**src/rtl/tag_ram_ctrl_if.sv**
```systemverilog
// rtl/tag_ram_ctrl_if.sv - request/response bundle between cache front-end and tag controller
interface tag_ram_ctrl_if #(
    parameter int AWIDTH = 3,
    parameter int TWIDTH = 12
);
    logic                     req_valid;
    logic                     req_ready;
    logic [TWIDTH+AWIDTH-1:0] req_addr;
    logic                     req_write;
    logic                     resp_valid;
    logic                     resp_hit;
    logic                     resp_evict;
    logic [TWIDTH-1:0]        resp_evict_tag;

    modport master (
        output req_valid, req_addr, req_write,
        input  req_ready, resp_valid, resp_hit, resp_evict, resp_evict_tag
    );

    modport slave (
        input  req_valid, req_addr, req_write,
        output req_ready, resp_valid, resp_hit, resp_evict, resp_evict_tag
    );
endinterface

```
**src/rtl/tag_ram_ctrl.sv**
```systemverilog
// rtl/tag_ram_ctrl.sv - tag RAM lookup/update controller with post-reset clear sweep
module tag_ram_ctrl #(
    parameter int AWIDTH = 3,
    parameter int TWIDTH = 12,
    localparam int DWIDTH = TWIDTH + 2
) (
    input  logic              clock,
    input  logic              reset,
    tag_ram_ctrl_if.slave     bus,
    output logic              init_done,
    output logic [AWIDTH-1:0] ram_addr,
    output logic [DWIDTH-1:0] ram_din,
    output logic              ram_we,
    input  logic [DWIDTH-1:0] ram_dout
);
    typedef enum logic [1:0] {INIT, IDLE, LOOKUP, RESP} state_t;

    state_t            state;
    logic [AWIDTH-1:0] clr_cnt;
    logic [TWIDTH-1:0] cap_tag;
    logic [AWIDTH-1:0] cap_idx;
    logic              cap_write;

    logic              st_valid;
    logic              st_dirty;
    logic [TWIDTH-1:0] st_tag;
    logic              hit;
    logic              evict;
    logic              accept;

    assign st_valid = ram_dout[DWIDTH-1];
    assign st_dirty = ram_dout[DWIDTH-2];
    assign st_tag   = ram_dout[TWIDTH-1:0];
    assign hit      = st_valid && (st_tag == cap_tag);
    assign evict    = !hit && st_valid && st_dirty;
    assign accept   = (state == IDLE) && bus.req_valid && bus.req_ready;

    // In IDLE the request index goes straight to the RAM so the lookup address
    // is latched on the accept edge and the entry is ready during LOOKUP.
    always_comb begin
        ram_addr = cap_idx;
        ram_din  = '0;
        ram_we   = 1'b0;
        case (state)
            INIT: begin
                ram_addr = clr_cnt;
                ram_we   = 1'b1;
            end
            IDLE: ram_addr = bus.req_addr[AWIDTH-1:0];
            LOOKUP: begin
                // Every write case stores dirty = access type: a miss installs
                // {1, write, tag}; a clean write hit installs {1, 1, tag}.
                ram_we  = !hit || (cap_write && !st_dirty);
                ram_din = {1'b1, cap_write, cap_tag};
            end
            default: ;
        endcase
    end

    always_ff @(posedge clock) begin
        if (reset) begin
            state              <= INIT;
            clr_cnt            <= '0;
            cap_tag            <= '0;
            cap_idx            <= '0;
            cap_write          <= 1'b0;
            init_done          <= 1'b0;
            bus.req_ready      <= 1'b0;
            bus.resp_valid     <= 1'b0;
            bus.resp_hit       <= 1'b0;
            bus.resp_evict     <= 1'b0;
            bus.resp_evict_tag <= '0;
        end else begin
            bus.resp_valid <= 1'b0;
            case (state)
                INIT: begin
                    clr_cnt <= clr_cnt + AWIDTH'(1);
                    if (clr_cnt == '1) begin
                        state     <= IDLE;
                        init_done <= 1'b1;
                    end
                end
                IDLE: begin
                    if (accept) begin
                        cap_tag       <= bus.req_addr[TWIDTH+AWIDTH-1:AWIDTH];
                        cap_idx       <= bus.req_addr[AWIDTH-1:0];
                        cap_write     <= bus.req_write;
                        bus.req_ready <= 1'b0;
                        state         <= LOOKUP;
                    end else begin
                        bus.req_ready <= 1'b1;
                    end
                end
                LOOKUP: begin
                    bus.resp_hit       <= hit;
                    bus.resp_evict     <= evict;
                    bus.resp_evict_tag <= evict ? st_tag : '0;
                    bus.resp_valid     <= 1'b1;
                    state              <= RESP;
                end
                RESP: begin
                    // Ready rises with the return to IDLE so the next accept
                    // can land on the very next edge.
                    bus.req_ready <= 1'b1;
                    state         <= IDLE;
                end
                default: state <= INIT;
            endcase
        end
    end
endmodule

```
**src/flat_wrapper.sv**
```systemverilog
// flat-port wrapper written by rule: the top's interface ports become plain ports
module tag_ram_ctrl_flat 
#(
    parameter int AWIDTH = 3,
    parameter int TWIDTH = 12,
    localparam int DWIDTH = TWIDTH + 2
)
  (clock, reset, init_done, ram_addr, ram_din, ram_we, ram_dout, bus_req_valid, bus_req_addr, bus_req_write, bus_req_ready, bus_resp_valid, bus_resp_hit, bus_resp_evict, bus_resp_evict_tag);
  tag_ram_ctrl_if #(.AWIDTH(AWIDTH), .TWIDTH(TWIDTH)) bus_i ();
  input  logic clock;
  input  logic reset;
  output logic init_done;
  output logic [AWIDTH-1:0] ram_addr;
  output logic [DWIDTH-1:0] ram_din;
  output logic ram_we;
  input  logic [DWIDTH-1:0] ram_dout;
  input wire logic [$bits(bus_i.req_valid)-1:0] bus_req_valid;
  input wire logic [$bits(bus_i.req_addr)-1:0] bus_req_addr;
  input wire logic [$bits(bus_i.req_write)-1:0] bus_req_write;
  output wire logic [$bits(bus_i.req_ready)-1:0] bus_req_ready;
  output wire logic [$bits(bus_i.resp_valid)-1:0] bus_resp_valid;
  output wire logic [$bits(bus_i.resp_hit)-1:0] bus_resp_hit;
  output wire logic [$bits(bus_i.resp_evict)-1:0] bus_resp_evict;
  output wire logic [$bits(bus_i.resp_evict_tag)-1:0] bus_resp_evict_tag;
  assign bus_i.req_valid = bus_req_valid;
  assign bus_i.req_addr = bus_req_addr;
  assign bus_i.req_write = bus_req_write;
  assign bus_req_ready = bus_i.req_ready;
  assign bus_resp_valid = bus_i.resp_valid;
  assign bus_resp_hit = bus_i.resp_hit;
  assign bus_resp_evict = bus_i.resp_evict;
  assign bus_resp_evict_tag = bus_i.resp_evict_tag;
  tag_ram_ctrl #(.AWIDTH(AWIDTH), .TWIDTH(TWIDTH)) u_core (.clock(clock), .reset(reset), .bus(bus_i), .init_done(init_done), .ram_addr(ram_addr), .ram_din(ram_din), .ram_we(ram_we), .ram_dout(ram_dout));
endmodule
```
**config.mk**
```make
export PLATFORM = sky130hd
export DESIGN_NAME = tag_ram_ctrl_flat
export DESIGN_NICKNAME = d
export VERILOG_FILES = /design/src/rtl/tag_ram_ctrl_if.sv /design/src/rtl/tag_ram_ctrl.sv /design/src/flat_wrapper.sv
export SDC_FILE = /design/constraint.sdc
export NUM_CORES = 1
export LEC_CHECK = 0
export CAP_MARGIN = 20
export CELL_PAD_IN_SITES_DETAIL_PLACEMENT = 1
export CELL_PAD_IN_SITES_GLOBAL_PLACEMENT = 2
export CORE_MARGIN = 1
export CORE_UTILIZATION = 26
export CTS_BUF_LIST = sky130_fd_sc_hd__clkbuf_16
export DETAILED_ROUTE_END_ITERATION = 8
export HOLD_SLACK_MARGIN = 0.06
export PLACE_DENSITY_LB_ADDON = 0.08
export SYNTH_ARGS = -nofsm -noshare
export SYNTH_HDL_FRONTEND = slang
export SYNTH_SLANG_ARGS = --single-unit
```
**constraint.sdc**
```tcl
create_clock -name clock -period 3.8 [get_ports clock]
set_input_delay 0.76 -clock clock [delete_from_list [all_inputs] [get_ports clock]]
set_output_delay 0.76 -clock clock [all_outputs]
set_load 0.02 [all_outputs]
```
==> impl_metrics.toml <==
[outcome]
status = "finished, final reports clean"

[route]
post_drt_wl_per_cell_um = 14.3
drt-vias-per-instance = 4.45
totalWireLength_um = 4700
postRouteAntennaNets = 0
drc = 0
drt_iter0_drc = 31
drt-pass1-iter-count = 6
vias = 1458

[cells_and_area]
stdcell_count = 328
area_growth_pct = 50.7
nNetsFinal = 291
final_common_cell = "clkdlybuf4s50_1"
num_antenna_cells = 0
drive_gt1_share_pct = 3.98
most-common-layout-cells = "clkdlybuf4s50_1, nand2_1, dfxtp_1, a21oi_1, and2_1"
fin_util_pct = 40.5
fill_cells = 745

[flow_run]
cap_viol_max_count = 0

[synthesis]
synth_xor_area_share_pct = 6.71
postSynthAreaPerCell_um2 = 9.12
syn_nets = 226
ys_types = 26
synthAdderAreaFrac_pct = 5.16
yosysSeqAreaShare_pct = 44.8
synth.area.mux_share_pct = 1.77
synth_top_family_by_area = "simple AND/OR/NAND/NOR gates"
synth-async-reset-ratio_pct = 0
synth.cell_area_um2 = 1700
yosysWarningCount = 0
synthSimpleGateAreaFrac_pct = 21.4
synthFlopType = "dfxtp_1"
synth-compound-area-share_pct = 16.5
postSynthCellCount = 186
synth-edff-count = 0
synth.ff_latch_count = 38

[floorplanning]
dieArea_um2 = 6850
core_area_um2 = 6310
die_y_um = 82.8
ios = 68
rows = 29
dieWidth_um = 82.8
initial_core_util_pct = 26.9

[sta]
fin_setup_tns_ps = 0
fin_ws_ps = 435
max_freq_ghz = 0.297
relSlewSlack_pct = 33.8
tightest_slew_ps = 989
rsz0062_at_grt = "false"
min_period_ps = 3360
clock_skew_ps = 4.15
drv_slew = 0
hold_viol = 0
period_share_pct = 88.5
setup_viol = 0

[critical_path]
worstRegToRegCells = 6
crit_type = "primary input to primary output"
end_kind = "primary output"
crit_top_cell = "clkdlybuf4s50_1"
crit_family = "buffers and inverters"
cpMaxStageDelayCell = "clkdlybuf4s50_1"
rrSetupSlack_ps = 1610
crit_path_start_kind = "primary input"
r2r_end = "u_core.bus.resp_evict_tag[8]"
worstPathArrival_ps = 2600
path_max_fanout = 3
path_cells = "clkdlybuf4s50_1, xor2_1, nor4_4, nand4_1, a21o_1, clkdlybuf4s50_1"
r2r_start = "u_core.state[0]"
cpPeakStageDelay_ps = 540
path_buf_inv = 2
cp.required_ps = 3040

[global_route]
grt_use_total_pct = 14.7
grt_pass1_vias = 1387
grt_antenna_before_repair = 0
grt_overflow = 0
grt_pass1_wl_um = 7180
grt_max_degree = 26

[hold_path]
hold_path_end = "u_core.bus.resp_evict"
min_from = "u_core.bus.resp_evict"
hp-class = "flop to flop"
hold_path_depth = 1

[place]
dp_slack_ps = 427
gp_congestion = 0.681
dp.cells = 321
place_hpwl_um = 3470
port-buffer-count = 67

[power]
irDropWorstVdd_mv = 0.207
total_power_w = 0.00105
p_leak_nw = 0.991
p_per_area_nw_per_um2 = 411

[clock_tree]
numCtsBuffers = 5
clock_latency_ps = 270
ctsLongestPathBuffers = 2
clk_pin_slew_ps = 60
root_buffer = "clkbuf_16"
cts-htree-levels = 2
hold_buffers = 0
cts_tree = "done"
postCtsSetupBuffers = 0
clkSinkCount = 38
post_cts_resized = 0
## cell usage after synthesis (4+ instances only)
| library cell | count | area share, % |
|---|---|---|
| clkbuf_1 | 8 | 1.8 |
| and2_1 | 13 | 4.8 |
| xor2_1 | 12 | 6.2 |
| a21oi_1 | 19 | 5.6 |
| nand2_1 | 39 | 8.6 |
| ha_1 | 7 | 5.2 |
| a22o_1 | 12 | 6.2 |
| nor2_1 | 8 | 1.8 |
| inv_1 | 4 | 0.88 |
| dfxtp_1 | 38 | 45 |
## worst register-to-register path, cell delays in order, from the launching register on
cell,delay (ps)
dfxtp_1,350
inv_1,90
ha_1,480
nor2b_1,270
nand3_1,130
a31oi_2,590
a22o_1,230
## power breakdown
group	switching, W	internal, W
Clock	0.000149	0.000234
Sequential	0.0000182	0.000418
Combinational	0.000116	0.000116
## through the flow
| stage | instance area (µm²) | hold slack (ps) |
|---|---|---|
| 3_3_place_gp | 2420 | 439 |
| 4_1_cts | 2560 | 460 |
| 2_1_floorplan | 1700 | 432 |
| 5_1_grt | 2560 | 476 |
| 3_5_place_dp | 2420 | 444 |
| 6_report | 2560 | 453 |
## flip-flops by register name, summed over array words and instances, names as in the netlist, 2 cells and up
signal                     flops
u_core.bus.resp_evict_tag     12
u_core.cap_idx                 3
u_core.cap_tag                12
u_core.clr_cnt                 3
u_core.state                   2
## how the worst max path moves through the flow
| stage | slack [ps] | from | cells after the start | to |
|---|---|---|---|---|
| after CTS | 420 | ram_dout[2] | 6 | ram_we |
| after floorplan | 1440 | ram_dout[9] | 4 | ram_we |
| after global placement | 440 | ram_dout[9] | 6 | ram_we |
| after detailed placement | 430 | ram_dout[9] | 6 | ram_we |
| after global routing | 330 | ram_dout[2] | 6 | ram_we |
| final | 440 | ram_dout[2] | 6 | ram_we |
## final cells by class
class	instances	area, µm²	area share [%]
clock buffers	5	125	4.89
multi-input cells	134	875	34.2
flip-flops and latches	38	761	29.7
repair buffers	68	678	26.5
well taps	77	96.3	3.77
clock inverters	2	7.51	0.294
inverters	4	15.0	0.587
## per-layer routing
layer,global-route usage [%],part of all wire (%),up-vias
met2,21.6,44,40
met4,5.17,0.53,0
met3,3.93,4.8,2
met5,0,0,-
li1,-,-,755
met1,20.5,51,661
## cell families (layout without fill, tap and decap cells)
group,Yosys count,after routing
mux,3,3
flops,38,38
buf+inv,14,79
simple gates,70,70
fa+ha+maj,7,7
xor+xnor,13,13
compound gates,41,41
Power figures use the tool's default switching activity.
